--- config.mk ---
export PLATFORM = sky130hd
export DESIGN_NAME = alu_result_stage_flat
export DESIGN_NICKNAME = d
export VERILOG_FILES = /design/src/rtl/alu_pkg.sv /design/src/rtl/alu_result_stage_if.sv /design/src/rtl/alu_flag_gen.sv /design/src/rtl/alu_result_stage.sv /design/src/flat_wrapper.sv
export SDC_FILE = /design/constraint.sdc
export NUM_CORES = 1
export LEC_CHECK = 0
export CORE_ASPECT_RATIO = 0.5
export CORE_MARGIN = 1
export CORE_UTILIZATION = 49
export DETAILED_ROUTE_END_ITERATION = 12
export HOLD_SLACK_MARGIN = 0.08
export PLACE_DENSITY = 0.84
export RECOVER_POWER = 50
export SYNTH_ARGS = -nofsm -noshare
export SYNTH_HDL_FRONTEND = slang
export SYNTH_SLANG_ARGS = --single-unit
--- constraint.sdc ---
create_clock -name clk -period 2.15 [get_ports clk]
set_clock_uncertainty 0.05 [all_clocks]
set_input_delay 0.645 -clock clk [delete_from_list [all_inputs] [get_ports clk]]
set_output_delay 0.645 -clock clk [all_outputs]
set_load 0.005 [all_outputs]
--- src/rtl/alu_pkg.sv ---
// alu_pkg: opcode constants, flag bit positions and the buffered-entry type for the ALU result stage
package alu_pkg;
    localparam logic [3:0] OP_AND = 4'b0000;
    localparam logic [3:0] OP_OR  = 4'b0001;
    localparam logic [3:0] OP_ADD = 4'b0010;
    localparam logic [3:0] OP_SUB = 4'b0110;
    localparam logic [3:0] OP_SLT = 4'b0111;
    localparam logic [3:0] OP_NOR = 4'b1100;
    localparam int FLAG_N = 3;
    localparam int FLAG_Z = 2;
    localparam int FLAG_C = 1;
    localparam int FLAG_V = 0;
    typedef struct packed {
        logic [31:0] result;
        logic [3:0]  flags;
    } entry_t;
    typedef enum logic [1:0] {EMPTY, ONE, FULL} occ_e;
endpackage

--- src/rtl/alu_result_stage_if.sv ---
// alu_result_stage_if: upstream result handshake and downstream entry handshake
interface alu_result_stage_if;
    logic        in_valid;
    logic        in_ready;
    logic [3:0]  in_opcode;
    logic [31:0] in_result;
    logic        in_cout;
    logic        in_overflow;
    logic        out_valid;
    logic        out_ready;
    logic [31:0] out_result;
    logic [3:0]  out_flags;
    modport slave (
        input  in_valid, in_opcode, in_result, in_cout, in_overflow, out_ready,
        output in_ready, out_valid, out_result, out_flags
    );
    modport master (
        output in_valid, in_opcode, in_result, in_cout, in_overflow, out_ready,
        input  in_ready, out_valid, out_result, out_flags
    );
endinterface

--- src/rtl/alu_flag_gen.sv ---
// alu_flag_gen: combinational {N,Z,C,V}; carry and overflow only meaningful for add/sub
module alu_flag_gen
    import alu_pkg::*;
(
    input  logic [3:0]  opcode,
    input  logic [31:0] result,
    input  logic        cout,
    input  logic        overflow,
    output logic [3:0]  flags
);
    logic arith;
    always_comb begin
        arith = opcode[1:0] == 2'b10;
        flags = '0;
        flags[FLAG_N] = result[31];
        flags[FLAG_Z] = result == '0;
        flags[FLAG_C] = arith & cout;
        flags[FLAG_V] = arith & overflow;
    end
endmodule

--- src/rtl/alu_result_stage.sv ---
// alu_result_stage: two-entry skid buffer for ALU results with flag capture, sticky overflow and op counter
module alu_result_stage
    import alu_pkg::*;
#(
    parameter int DEPTH = 2,
    parameter int CNT_W = 16
) (
    input  logic             clk,
    input  logic             rst_n,
    alu_result_stage_if.slave bus,
    input  logic             clr_sticky,
    output logic             sticky_ovf,
    output logic [CNT_W-1:0] op_count
);
    occ_e             state_q, state_d;
    entry_t           mem_q [DEPTH];
    entry_t           mem_d [DEPTH];
    logic             wr_q, wr_d, rd_q, rd_d;
    logic             sticky_q, sticky_d;
    logic [CNT_W-1:0] cnt_q, cnt_d;
    logic [3:0]       flags;
    logic             push, pop;

    alu_flag_gen u_flag_gen (
        .opcode   (bus.in_opcode),
        .result   (bus.in_result),
        .cout     (bus.in_cout),
        .overflow (bus.in_overflow),
        .flags    (flags)
    );

    assign bus.in_ready   = rst_n && state_q != FULL;
    assign bus.out_valid  = state_q != EMPTY;
    assign bus.out_result = mem_q[rd_q].result;
    assign bus.out_flags  = mem_q[rd_q].flags;
    assign sticky_ovf     = sticky_q;
    assign op_count       = cnt_q;
    assign push           = bus.in_valid && bus.in_ready;
    assign pop            = bus.out_valid && bus.out_ready;

    always_comb begin
        state_d = (push && !pop) ? (state_q == EMPTY ? ONE : FULL) :
                  (pop && !push) ? (state_q == FULL ? ONE : EMPTY) : state_q;
        wr_d = wr_q ^ push;
        rd_d = rd_q ^ pop;
        mem_d = mem_q;
        if (push) mem_d[wr_q] = '{result: bus.in_result, flags: flags};
        sticky_d = (sticky_q && !clr_sticky) || (push && flags[FLAG_V]);
        cnt_d = cnt_q + CNT_W'(pop);
    end

    always_ff @(posedge clk) begin
        if (!rst_n) begin
            state_q  <= EMPTY;
            wr_q     <= 1'b0;
            rd_q     <= 1'b0;
            sticky_q <= 1'b0;
            cnt_q    <= '0;
            for (int i = 0; i < DEPTH; i++) mem_q[i] <= '0;
        end else begin
            state_q  <= state_d;
            wr_q     <= wr_d;
            rd_q     <= rd_d;
            sticky_q <= sticky_d;
            cnt_q    <= cnt_d;
            mem_q    <= mem_d;
        end
    end
endmodule

--- src/flat_wrapper.sv ---
// flat-port wrapper written by rule: the top's interface ports become plain ports
module alu_result_stage_flat import alu_pkg::*;
#(
    parameter int DEPTH = 2,
    parameter int CNT_W = 16
)
  (clk, rst_n, clr_sticky, sticky_ovf, op_count, bus_in_valid, bus_in_opcode, bus_in_result, bus_in_cout, bus_in_overflow, bus_out_ready, bus_in_ready, bus_out_valid, bus_out_result, bus_out_flags);
  alu_result_stage_if bus_i ();
  input  logic clk;
  input  logic rst_n;
  input  logic clr_sticky;
  output logic sticky_ovf;
  output logic [CNT_W-1:0] op_count;
  input wire logic [$bits(bus_i.in_valid)-1:0] bus_in_valid;
  input wire logic [$bits(bus_i.in_opcode)-1:0] bus_in_opcode;
  input wire logic [$bits(bus_i.in_result)-1:0] bus_in_result;
  input wire logic [$bits(bus_i.in_cout)-1:0] bus_in_cout;
  input wire logic [$bits(bus_i.in_overflow)-1:0] bus_in_overflow;
  input wire logic [$bits(bus_i.out_ready)-1:0] bus_out_ready;
  output wire logic [$bits(bus_i.in_ready)-1:0] bus_in_ready;
  output wire logic [$bits(bus_i.out_valid)-1:0] bus_out_valid;
  output wire logic [$bits(bus_i.out_result)-1:0] bus_out_result;
  output wire logic [$bits(bus_i.out_flags)-1:0] bus_out_flags;
  assign bus_i.in_valid = bus_in_valid;
  assign bus_i.in_opcode = bus_in_opcode;
  assign bus_i.in_result = bus_in_result;
  assign bus_i.in_cout = bus_in_cout;
  assign bus_i.in_overflow = bus_in_overflow;
  assign bus_i.out_ready = bus_out_ready;
  assign bus_in_ready = bus_i.in_ready;
  assign bus_out_valid = bus_i.out_valid;
  assign bus_out_result = bus_i.out_result;
  assign bus_out_flags = bus_i.out_flags;
  alu_result_stage #(.DEPTH(DEPTH), .CNT_W(CNT_W)) u_core (.clk(clk), .rst_n(rst_n), .bus(bus_i), .clr_sticky(clr_sticky), .sticky_ovf(sticky_ovf), .op_count(op_count));
endmodule
==> report_table.html, run 1 <==
<table>
<tr><th>Metric</th><th>Value</th></tr>
<tr><th colspan="2">Cells and area</th></tr>
<tr><td>Layout overhead on the synthesized area</td><td>42.4%</td></tr>
<tr><td>Antenna Cells</td><td>0</td></tr>
<tr><td>Number of nets in the layout</td><td>553</td></tr>
<tr><td>Final core utilization</td><td>0.743</td></tr>
<tr><td>Fraction of layout cells with a size suffix above 1</td><td>0.247</td></tr>
<tr><td>Layout Cell Area excl Fill</td><td>5630 µm²</td></tr>
<tr><td>Number of fill cells</td><td>535</td></tr>
<tr><td>Number of standard cells in the final layout excluding fillers</td><td>618</td></tr>
<tr><th colspan="2">STA</th></tr>
<tr><td>Number of setup violations in the final report</td><td>14</td></tr>
<tr><td>Maximum clock frequency</td><td>450 MHz</td></tr>
<tr><td>Max-slew violations</td><td>0</td></tr>
<tr><td>Worst Setup Slack, final</td><td>-73.9 ps</td></tr>
<tr><td>Final-report hold violation count</td><td>0</td></tr>
<tr><td>Setup repair after global routing missed its margin</td><td>true</td></tr>
<tr><td>Pin slew with the least headroom to its limit</td><td>948 ps</td></tr>
<tr><td>Normalized max-slew margin</td><td>0.368</td></tr>
<tr><td>Period Utilization, post-route</td><td>1.03</td></tr>
<tr><td>Worst hold slack after final layout</td><td>427 ps</td></tr>
<tr><td>Minimum clock period</td><td>2220 ps</td></tr>
<tr><td>Sum Neg Setup Slack</td><td>-624 ps</td></tr>
<tr><th colspan="2">GRT</th></tr>
<tr><td>GRT Total Usage</td><td>0.247</td></tr>
<tr><td>Number of antenna violations at the first check in global routing</td><td>0</td></tr>
<tr><td>First-pass GRT wire length</td><td>15600 µm</td></tr>
<tr><td>Overflow left after global routing</td><td>0</td></tr>
<tr><td>Largest net degree at the start of global routing</td><td>87</td></tr>
<tr><td>Via count of the first global-routing pass</td><td>3207</td></tr>
<tr><th colspan="2">Pwr</th></tr>
<tr><td>Total power density per cell area</td><td>665 nW/µm²</td></tr>
<tr><td>Internal power</td><td>2.88 mW</td></tr>
<tr><td>Logic pwr share</td><td>0.117</td></tr>
<tr><td>Switching pwr</td><td>865 µW</td></tr>
<tr><td>Design Power</td><td>3.74 mW</td></tr>
<tr><td>Peak supply drop</td><td>0.533 mV</td></tr>
<tr><td>Leakage power of the design</td><td>2.28 nW</td></tr>
<tr><td>Sequential cell fraction of total power</td><td>0.471</td></tr>
<tr><td>Clock network fraction of design power</td><td>0.412</td></tr>
<tr><td>Sw Ratio</td><td>0.231</td></tr>
<tr><th colspan="2">Route</th></tr>
<tr><td>First-iteration detailed-routing DRC count</td><td>183</td></tr>
<tr><td>Overall routed net length</td><td>10000 µm</td></tr>
<tr><td>Routed vias</td><td>3206</td></tr>
<tr><td>Post-detailed-route via-to-cell ratio</td><td>5.19</td></tr>
<tr><td>Detailed-route DRC error count</td><td>0</td></tr>
<tr><td>Average wire per cell in the routed design</td><td>16.3 µm</td></tr>
<tr><td>Post-route ant nets</td><td>0</td></tr>
<tr><td>Pre-antenna DRT Iters</td><td>4</td></tr>
<tr><th colspan="2">Synthesis</th></tr>
<tr><td>Synthesis warning total</td><td>0</td></tr>
<tr><td>Cell type with the highest aggregate area in the netlist</td><td>sky130_fd_sc_hd__dfxtp_1</td></tr>
<tr><td>Fraction of post-synthesis cell area in the top cell type by area</td><td>0.461</td></tr>
<tr><td>Area of the mapped netlist</td><td>3950 µm²</td></tr>
<tr><td>Most instantiated cells after synthesis</td><td>91 x sky130_fd_sc_hd__dfxtp_1, 86 x sky130_fd_sc_hd__nor2_1, 68 x sky130_fd_sc_hd__mux2i_1</td></tr>
<tr><td>Synthesized Nets</td><td>435</td></tr>
<tr><td>Portion of the post-synthesis area used by sequential elements</td><td>0.461</td></tr>
<tr><td>Post-synthesis area per instance</td><td>10.2 µm²</td></tr>
<tr><td>Most frequently used cell type in the post-synthesis netlist</td><td>sky130_fd_sc_hd__dfxtp_1</td></tr>
<tr><td>FFs w/ async S/R, synth</td><td>0</td></tr>
<tr><td>Top cells by area in the synthesized netlist</td><td>sky130_fd_sc_hd__dfxtp_1 46%, sky130_fd_sc_hd__mux2i_1 17%, sky130_fd_sc_hd__mux2_2 10%, sky130_fd_sc_hd__nor2_1 8.2%, sky130_fd_sc_hd__ha_1 1.6%</td></tr>
<tr><td>Number of flops mapped to enable cells by yosys</td><td>0</td></tr>
<tr><td>Number of unique standard cell types used by synthesis</td><td>35</td></tr>
<tr><td>Synthesized instance count</td><td>387</td></tr>
<tr><td>Flop and latch count out of synthesis</td><td>91</td></tr>
<tr><td>Flip-flop cell with the highest count after synthesis</td><td>sky130_fd_sc_hd__dfxtp_1</td></tr>
<tr><th colspan="2">Placed design</th></tr>
<tr><td>Count of buffers from port buffering</td><td>95</td></tr>
<tr><td>Area of placed instances</td><td>5140 µm²</td></tr>
<tr><td>Cell count after placement</td><td>590</td></tr>
<tr><td>Minimum setup slack after placement</td><td>-523 ps</td></tr>
<tr><td>Detailed Place HPWL</td><td>5910 µm</td></tr>
<tr><td>Routability congestion estimate from global placement</td><td>0.747</td></tr>
<tr><th colspan="2">Job</th></tr>
<tr><td>Number of max-cap violations</td><td>0</td></tr>
<tr><th colspan="2">Setup path</th></tr>
<tr><td>Startpoint type of the worst setup path</td><td>register</td></tr>
<tr><td>Capture instance of the worst register-to-register path</td><td>u_core.mem_q[28]</td></tr>
<tr><td>Nature of the critical path endpoint</td><td>output pin</td></tr>
<tr><td>Arrival time at the worst endpoint</td><td>1530 ps</td></tr>
<tr><td>Crit Path Class</td><td>reg -&gt; out</td></tr>
<tr><td>Number of cells on the worst reg-to-reg path</td><td>7</td></tr>
<tr><td>Start of the worst register-to-register path</td><td>u_core.state_q[0]</td></tr>
<tr><td>Internal reg-to-reg setup slack</td><td>170 ps</td></tr>
<tr><td>Maximum fanout count along the critical path</td><td>8</td></tr>
<tr><td>Critical Path RT</td><td>1450 ps</td></tr>
<tr><th colspan="2">Floorplanning</th></tr>
<tr><td>Top-Level Pins</td><td>98</td></tr>
<tr><td>Die height</td><td>65.5 µm</td></tr>
<tr><td>Placeable core area</td><td>7570 µm²</td></tr>
<tr><td>Die Outline Area</td><td>8450 µm²</td></tr>
<tr><td>Die W</td><td>129 µm</td></tr>
<tr><td>Effective utilization at floorplan</td><td>0.522</td></tr>
<tr><td>Site row count</td><td>22</td></tr>
<tr><th colspan="2">Min path</th></tr>
<tr><td>Hold Path Origin</td><td>u_core.sticky_ovf</td></tr>
<tr><td>Hold path cells</td><td>2</td></tr>
<tr><td>Hold crit path type</td><td>reg -&gt; reg</td></tr>
<tr><td>Hold path endpoint</td><td>u_core.sticky_ovf</td></tr>
<tr><th colspan="2">Run status</th></tr>
<tr><td>Result of the run</td><td>finished with violations</td></tr>
<tr><td>Violations in the final reports</td><td>setup timing</td></tr>
<tr><th colspan="2">Clock tree</th></tr>
<tr><td>Clk_lat worst skew</td><td>340 ps</td></tr>
<tr><td>CTS clk-pin slew, worst paths</td><td>60 ps</td></tr>
<tr><td>Number of levels in the clock H-tree</td><td>3</td></tr>
<tr><td>Num CTS Buffers</td><td>9</td></tr>
<tr><td>Clock root buffer</td><td>sky130_fd_sc_hd__clkbuf_16</td></tr>
<tr><td>Clock sink count</td><td>91</td></tr>
<tr><td>TritonCTS clock tree</td><td>done</td></tr>
<tr><td>Largest buffer count on any clock path</td><td>2</td></tr>
</table>
-- logic make-up (layout without fill, tap and decap cells) --
family,after synthesis,after routing,synth area share
AND/OR/NAND/NOR,134,134,0.165
multiplexers,103,103,0.272
flip-flops,91,91,0.461
buffers and inverters,29,152,0.0361
XOR/XNOR,14,14,0.0310
AO/OA/AOI/OAI,11,11,0.0187
adder cells (fa/ha/maj),5,5,0.0158
-- routing by layer --
layer,up-vias,part of all wire,track usage
met5,-,0,0
met4,0,0.015,0.0882
met3,15,0.035,0.0554
met2,63,0.49,0.441
met1,1559,0.46,0.294
li1,1569,-,-
-- timing repair --
| action | CTS | global route |
|---|---|---|
| setup buffers | 11 | 3 |
| hold buffers | 0 | 0 |
| gates resized for setup | 144 | 28 |
| pin swaps | 0 | 1 |
| gates cloned | 3 | 0 |
| endpoints found under the setup margin | 109 | 37 |
-- cell type report --
cell class                      count  area (µm²)  share of cell area
Clock inverter                      7        68.8              0.0122
Multi-Input combinational cell    267        2090               0.372
Inverter                            6        22.5             0.00400
Sequential cell                    91        1830               0.325
Tap cell                          108         135              0.0240
Clock buffer                        9         225              0.0400
Timing Repair Buffer              130        1260               0.223
-- critical path, cell delays in order (launching register included) --
cell,delay [ps]
sky130_fd_sc_hd__dfxtp_4,370
sky130_fd_sc_hd__buf_6,130
sky130_fd_sc_hd__buf_8,130
sky130_fd_sc_hd__buf_6,120
sky130_fd_sc_hd__mux2_4,320
sky130_fd_sc_hd__buf_6,120
-- cells in the final DEF (no fill, tap or decap), types with 7 or more instances in the layout --
| master | instances |
|---|---|
| sky130_fd_sc_hd__dfxtp_1 | 89 |
| sky130_fd_sc_hd__nor2_1 | 86 |
| sky130_fd_sc_hd__mux2i_1 | 68 |
| sky130_fd_sc_hd__clkdlybuf4s50_1 | 51 |
| sky130_fd_sc_hd__buf_6 | 24 |
| sky130_fd_sc_hd__buf_4 | 19 |
| sky130_fd_sc_hd__mux2_4 | 18 |
| sky130_fd_sc_hd__mux2_2 | 17 |
| sky130_fd_sc_hd__dlygate4sd2_1 | 10 |
| sky130_fd_sc_hd__clkbuf_16 | 9 |
| sky130_fd_sc_hd__nor4_1 | 8 |
| sky130_fd_sc_hd__nand2_1 | 7 |
| sky130_fd_sc_hd__xnor2_1 | 7 |
| sky130_fd_sc_hd__xor2_1 | 7 |
-- how the worst max path moves through the flow --
stage | start | endpoint | slack (ps) | cells after the start
after global routing | bus_out_ready | u_core.op_count[9] | -120 | 8
final | u_core.rd_q | bus_out_flags[3] | -70 | 5
after global placement | rst_n | bus_in_ready | -520 | 4
after floorplan | rst_n | u_core.mem_q[0] | -5 | 8
after CTS | u_core.rd_q | bus_out_result[26] | -140 | 5
after detailed placement | rst_n | bus_in_ready | -520 | 4
-- state kept, by name, indices dropped and copies added, names as in the netlist --
name	count
u_core.sticky_ovf	1
u_core.wr_q	1
u_core.rd_q	1
u_core.mem_q	70
u_core.state_q	2
u_core.op_count	16
-- power by group through the flow --
| stage | clock network [mW] | logic (mW) | registers (mW) |
|---|---|---|---|
| 3_5_place_dp | 0 | 0.420 | 1.80 |
| 4_1_cts | 1.57 | 0.445 | 1.76 |
| 2_1_floorplan | 0 | 0.204 | 1.79 |
| 3_3_place_gp | 0 | 0.414 | 1.79 |
| 6_report | 1.54 | 0.439 | 1.76 |
| 5_1_grt | 1.64 | 0.470 | 1.77 |
Power figures use the tool's default switching activity.
==> run 2, diff against run 1 <==
TNS_END_PERCENT = 30   (was not set)
==> report_table.html, run 2 (synthesis gave the netlist of run 1 again) <==
<table>
<tr><th>Metric</th><th>Value</th></tr>
<tr><th colspan="2">Setup path</th></tr>
<tr><td>Most numerous cell on the critical path</td><td>sky130_fd_sc_hd__buf_6</td></tr>
<tr><td>Arrival time at the worst endpoint</td><td>1540 ps</td></tr>
<tr><td>Critical Path RT</td><td>1450 ps</td></tr>
<tr><td>Internal reg-to-reg setup slack</td><td>200 ps</td></tr>
<tr><td>List of cells traversed by the critical path</td><td>buf_6, buf_8, buf_6, mux2_4, buf_6</td></tr>
<tr><td>Nature of the critical path endpoint</td><td>output pin</td></tr>
<tr><td>Bufs and invs on worst path</td><td>4</td></tr>
<tr><td>Number of cells on the worst reg-to-reg path</td><td>7</td></tr>
<tr><td>Maximum fanout count along the critical path</td><td>8</td></tr>
<tr><td>Crit Path Class</td><td>reg -&gt; out</td></tr>
<tr><td>Slowest stage cell, crit path</td><td>sky130_fd_sc_hd__dfxtp_4</td></tr>
<tr><td>Start of the worst register-to-register path</td><td>u_core.state_q[0]</td></tr>
<tr><td>Max incr delay on CP</td><td>380 ps</td></tr>
<tr><td>Delay-heaviest family, CP</td><td>buffers and inverters</td></tr>
<tr><td>Capture instance of the worst register-to-register path</td><td>u_core.mem_q[31]</td></tr>
<tr><td>Startpoint type of the worst setup path</td><td>register</td></tr>
<tr><th colspan="2">Clock tree</th></tr>
<tr><td>TritonCTS clock tree</td><td>done</td></tr>
<tr><td>Number of levels in the clock H-tree</td><td>3</td></tr>
<tr><td>Clk_lat worst skew</td><td>330 ps</td></tr>
<tr><td>Clock sink count</td><td>91</td></tr>
<tr><td>Num CTS Buffers</td><td>9</td></tr>
<tr><td>Number of buffers inserted for hold repair after clock tree synthesis</td><td>0</td></tr>
<tr><td>Clock root buffer</td><td>sky130_fd_sc_hd__clkbuf_16</td></tr>
<tr><td>CTS clk-pin slew, worst paths</td><td>60 ps</td></tr>
<tr><td>Largest buffer count on any clock path</td><td>2</td></tr>
<tr><th colspan="2">Route</th></tr>
<tr><td>Post-route ant nets</td><td>0</td></tr>
<tr><td>First-iteration detailed-routing DRC count</td><td>163</td></tr>
<tr><td>Routed wire length on met2</td><td>4940 µm</td></tr>
<tr><td>Detailed-route DRC error count</td><td>0</td></tr>
<tr><td>Routed vias</td><td>3198</td></tr>
<tr><td>Average wire per cell in the routed design</td><td>16.1 µm</td></tr>
<tr><td>Pre-antenna DRT Iters</td><td>7</td></tr>
<tr><td>Highest routed metal layer</td><td>met4</td></tr>
<tr><td>Post-detailed-route via-to-cell ratio</td><td>5.19</td></tr>
<tr><td>M1 wire length</td><td>4460 µm</td></tr>
<tr><td>Metal3 WL</td><td>424 µm</td></tr>
<tr><td>Overall routed net length</td><td>9950 µm</td></tr>
<tr><th colspan="2">GRT</th></tr>
<tr><td>GRT Total Usage</td><td>0.243</td></tr>
<tr><td>Via count of the first global-routing pass</td><td>3234</td></tr>
<tr><td>Largest net degree at the start of global routing</td><td>87</td></tr>
<tr><td>Number of antenna violations at the first check in global routing</td><td>0</td></tr>
<tr><td>Overflow left after global routing</td><td>0</td></tr>
<tr><td>First-pass GRT wire length</td><td>15500 µm</td></tr>
<tr><th colspan="2">Min path</th></tr>
<tr><td>Hold path cells</td><td>2</td></tr>
<tr><td>Hold crit path type</td><td>reg -&gt; reg</td></tr>
<tr><td>Hold path endpoint</td><td>u_core.sticky_ovf</td></tr>
<tr><td>Hold Path Origin</td><td>u_core.sticky_ovf</td></tr>
<tr><th colspan="2">Floorplanning</th></tr>
<tr><td>Placeable core area</td><td>7570 µm²</td></tr>
<tr><td>Site row count</td><td>22</td></tr>
<tr><td>Die Outline Area</td><td>8450 µm²</td></tr>
<tr><td>Die W</td><td>129 µm</td></tr>
<tr><td>Effective utilization at floorplan</td><td>0.522</td></tr>
<tr><td>Top-Level Pins</td><td>98</td></tr>
<tr><td>Die height</td><td>65.5 µm</td></tr>
<tr><th colspan="2">Pwr</th></tr>
<tr><td>Sequential cell fraction of total power</td><td>0.473</td></tr>
<tr><td>Leakage power of the design</td><td>2.26 nW</td></tr>
<tr><td>Logic pwr share</td><td>0.116</td></tr>
<tr><td>Internal power</td><td>2.87 mW</td></tr>
<tr><td>Switching pwr</td><td>856 µW</td></tr>
<tr><td>Peak supply drop</td><td>0.469 mV</td></tr>
<tr><td>Total power density per cell area</td><td>669 nW/µm²</td></tr>
<tr><td>Sw Ratio</td><td>0.229</td></tr>
<tr><td>Clock network fraction of design power</td><td>0.411</td></tr>
<tr><th colspan="2">STA</th></tr>
<tr><td>Max-slew violations</td><td>0</td></tr>
<tr><td>Number of setup violations in the final report</td><td>23</td></tr>
<tr><td>Final-report hold violation count</td><td>0</td></tr>
<tr><td>Minimum clock period</td><td>2230 ps</td></tr>
<tr><td>Maximum clock frequency</td><td>448 MHz</td></tr>
<tr><td>Worst Setup Slack, final</td><td>-83.7 ps</td></tr>
<tr><td>Normalized max-slew margin</td><td>0.411</td></tr>
<tr><td>Setup repair after global routing missed its margin</td><td>true</td></tr>
<tr><td>Pin slew with the least headroom to its limit</td><td>884 ps</td></tr>
<tr><td>Period Utilization, post-route</td><td>1.04</td></tr>
<tr><th colspan="2">Run status</th></tr>
<tr><td>Violations in the final reports</td><td>setup timing</td></tr>
<tr><td>Result of the run</td><td>finished with violations</td></tr>
<tr><th colspan="2">Cells and area</th></tr>
<tr><td>Layout overhead on the synthesized area</td><td>41.2%</td></tr>
<tr><td>Number of standard cells in the final layout excluding fillers</td><td>616</td></tr>
<tr><td>Number of flip-flops in the largest register</td><td>70</td></tr>
<tr><td>Final core utilization</td><td>0.737</td></tr>
<tr><td>Sequential Area</td><td>1830 µm²</td></tr>
<tr><td>Fraction of layout cells with a size suffix above 1</td><td>0.236</td></tr>
<tr><td>Leading cell types in the layout, fill and taps excluded</td><td>89 x sky130_fd_sc_hd__dfxtp_1, 86 x sky130_fd_sc_hd__nor2_1, 68 x sky130_fd_sc_hd__mux2i_1</td></tr>
<tr><td>Number of fill cells</td><td>551</td></tr>
<tr><td>Area taken by multi-input logic gates</td><td>2080 µm²</td></tr>
<tr><td>Most frequent standard cell in the layout excluding fill and tap cells</td><td>sky130_fd_sc_hd__dfxtp_1</td></tr>
<tr><td>Largest Register</td><td>u_core.mem_q</td></tr>
<tr><td>Number of nets in the layout</td><td>551</td></tr>
<tr><td>Antenna Cells</td><td>0</td></tr>
<tr><th colspan="2">Placed design</th></tr>
<tr><td>Detailed Place HPWL</td><td>5910 µm</td></tr>
<tr><td>Minimum setup slack after placement</td><td>-523 ps</td></tr>
<tr><td>Routability congestion estimate from global placement</td><td>0.747</td></tr>
<tr><td>Cell count after placement</td><td>590</td></tr>
<tr><td>Count of buffers from port buffering</td><td>95</td></tr>
<tr><th colspan="2">Job</th></tr>
<tr><td>Number of max-cap violations</td><td>0</td></tr>
</table>
[run 2: cell count changes in the layout (fill, tap and decap cells not counted), sizes merged]
cell / before / now
clkdlybuf4s15: 6 / 4
dlygate4sd2: 10 / 12
clkbuf: 14 / 21
buf: 53 / 44
[run 2: layout make-up]
class	count	share of cell area
Timing Repair Buffer	128	0.219
Multi-Input combinational cell	267	0.372
Inverter	6	0.00404
Clock inverter	7	0.0123
Sequential cell	91	0.328
Tap cell	108	0.0242
Clock buffer	9	0.0404
[run 2: worst max-delay path by stage]
stage | from | to | cells after the start
final | u_core.rd_q | bus_out_flags[3] | 5
after global routing | bus_out_ready | u_core.op_count[13] | 8
after CTS | u_core.rd_q | bus_out_result[26] | 5
after detailed placement | rst_n | bus_in_ready | 4
after global placement | rst_n | bus_in_ready | 4
after floorplan | rst_n | u_core.mem_q[0] | 8
[run 2: routing by layer]
| layer | vias to the layer above | GRT usage |
|---|---|---|
| met1 | 1548 | 0.285 |
| met3 | 12 | 0.0578 |
| met5 | - | 0 |
| met2 | 74 | 0.428 |
| li1 | 1564 | - |
| met4 | 0 | 0.106 |
[run 2: power groups by stage]
stage | Sequential, mW | Clock, mW | Combinational (mW)
3_3_place_gp | 1.79 | 0 | 0.414
2_1_floorplan | 1.79 | 0 | 0.204
6_report | 1.76 | 1.53 | 0.433
4_1_cts | 1.76 | 1.57 | 0.439
3_5_place_dp | 1.80 | 0 | 0.420
5_1_grt | 1.77 | 1.64 | 0.463
[run 2: through the flow]
stage	cell area [µm²]	hold WS [ps]	TNS, ps	power, mW
after CTS	5630	444	-2670	3.77
after detailed placement	5140	427	-33550	2.22
after global routing	5580	460	-3960	3.87
after global placement	5140	414	-30430	2.21
after floorplan	3950	404	-184	1.99
final	5580	428	-1200	3.73
[run 2: worst register-to-register path: stages (launching register included)]
cell and delay [ps]:
sky130_fd_sc_hd__dfxtp_1 390, sky130_fd_sc_hd__inv_1 60, sky130_fd_sc_hd__a21oi_1 240, sky130_fd_sc_hd__and2_0 240, sky130_fd_sc_hd__ha_1 290, sky130_fd_sc_hd__buf_12 220, sky130_fd_sc_hd__mux2i_1 250, sky130_fd_sc_hd__nor2_1 60
[run 2: repair_timing]
item,CTS,global route
resized for setup,127,26
setup buffers,8,2
gates cloned,3,0
endpoints found under the setup margin,109,39
==> run 3, diff against run 2 <==
CTS_BUF_LIST = sky130_fd_sc_hd__clkbuf_16   (was not set)
CTS_CLUSTER_SIZE = 30   (was not set)
==> results of run 3 <==
Same layout as run 2: the final DEF is identical, and so are final timing and power.
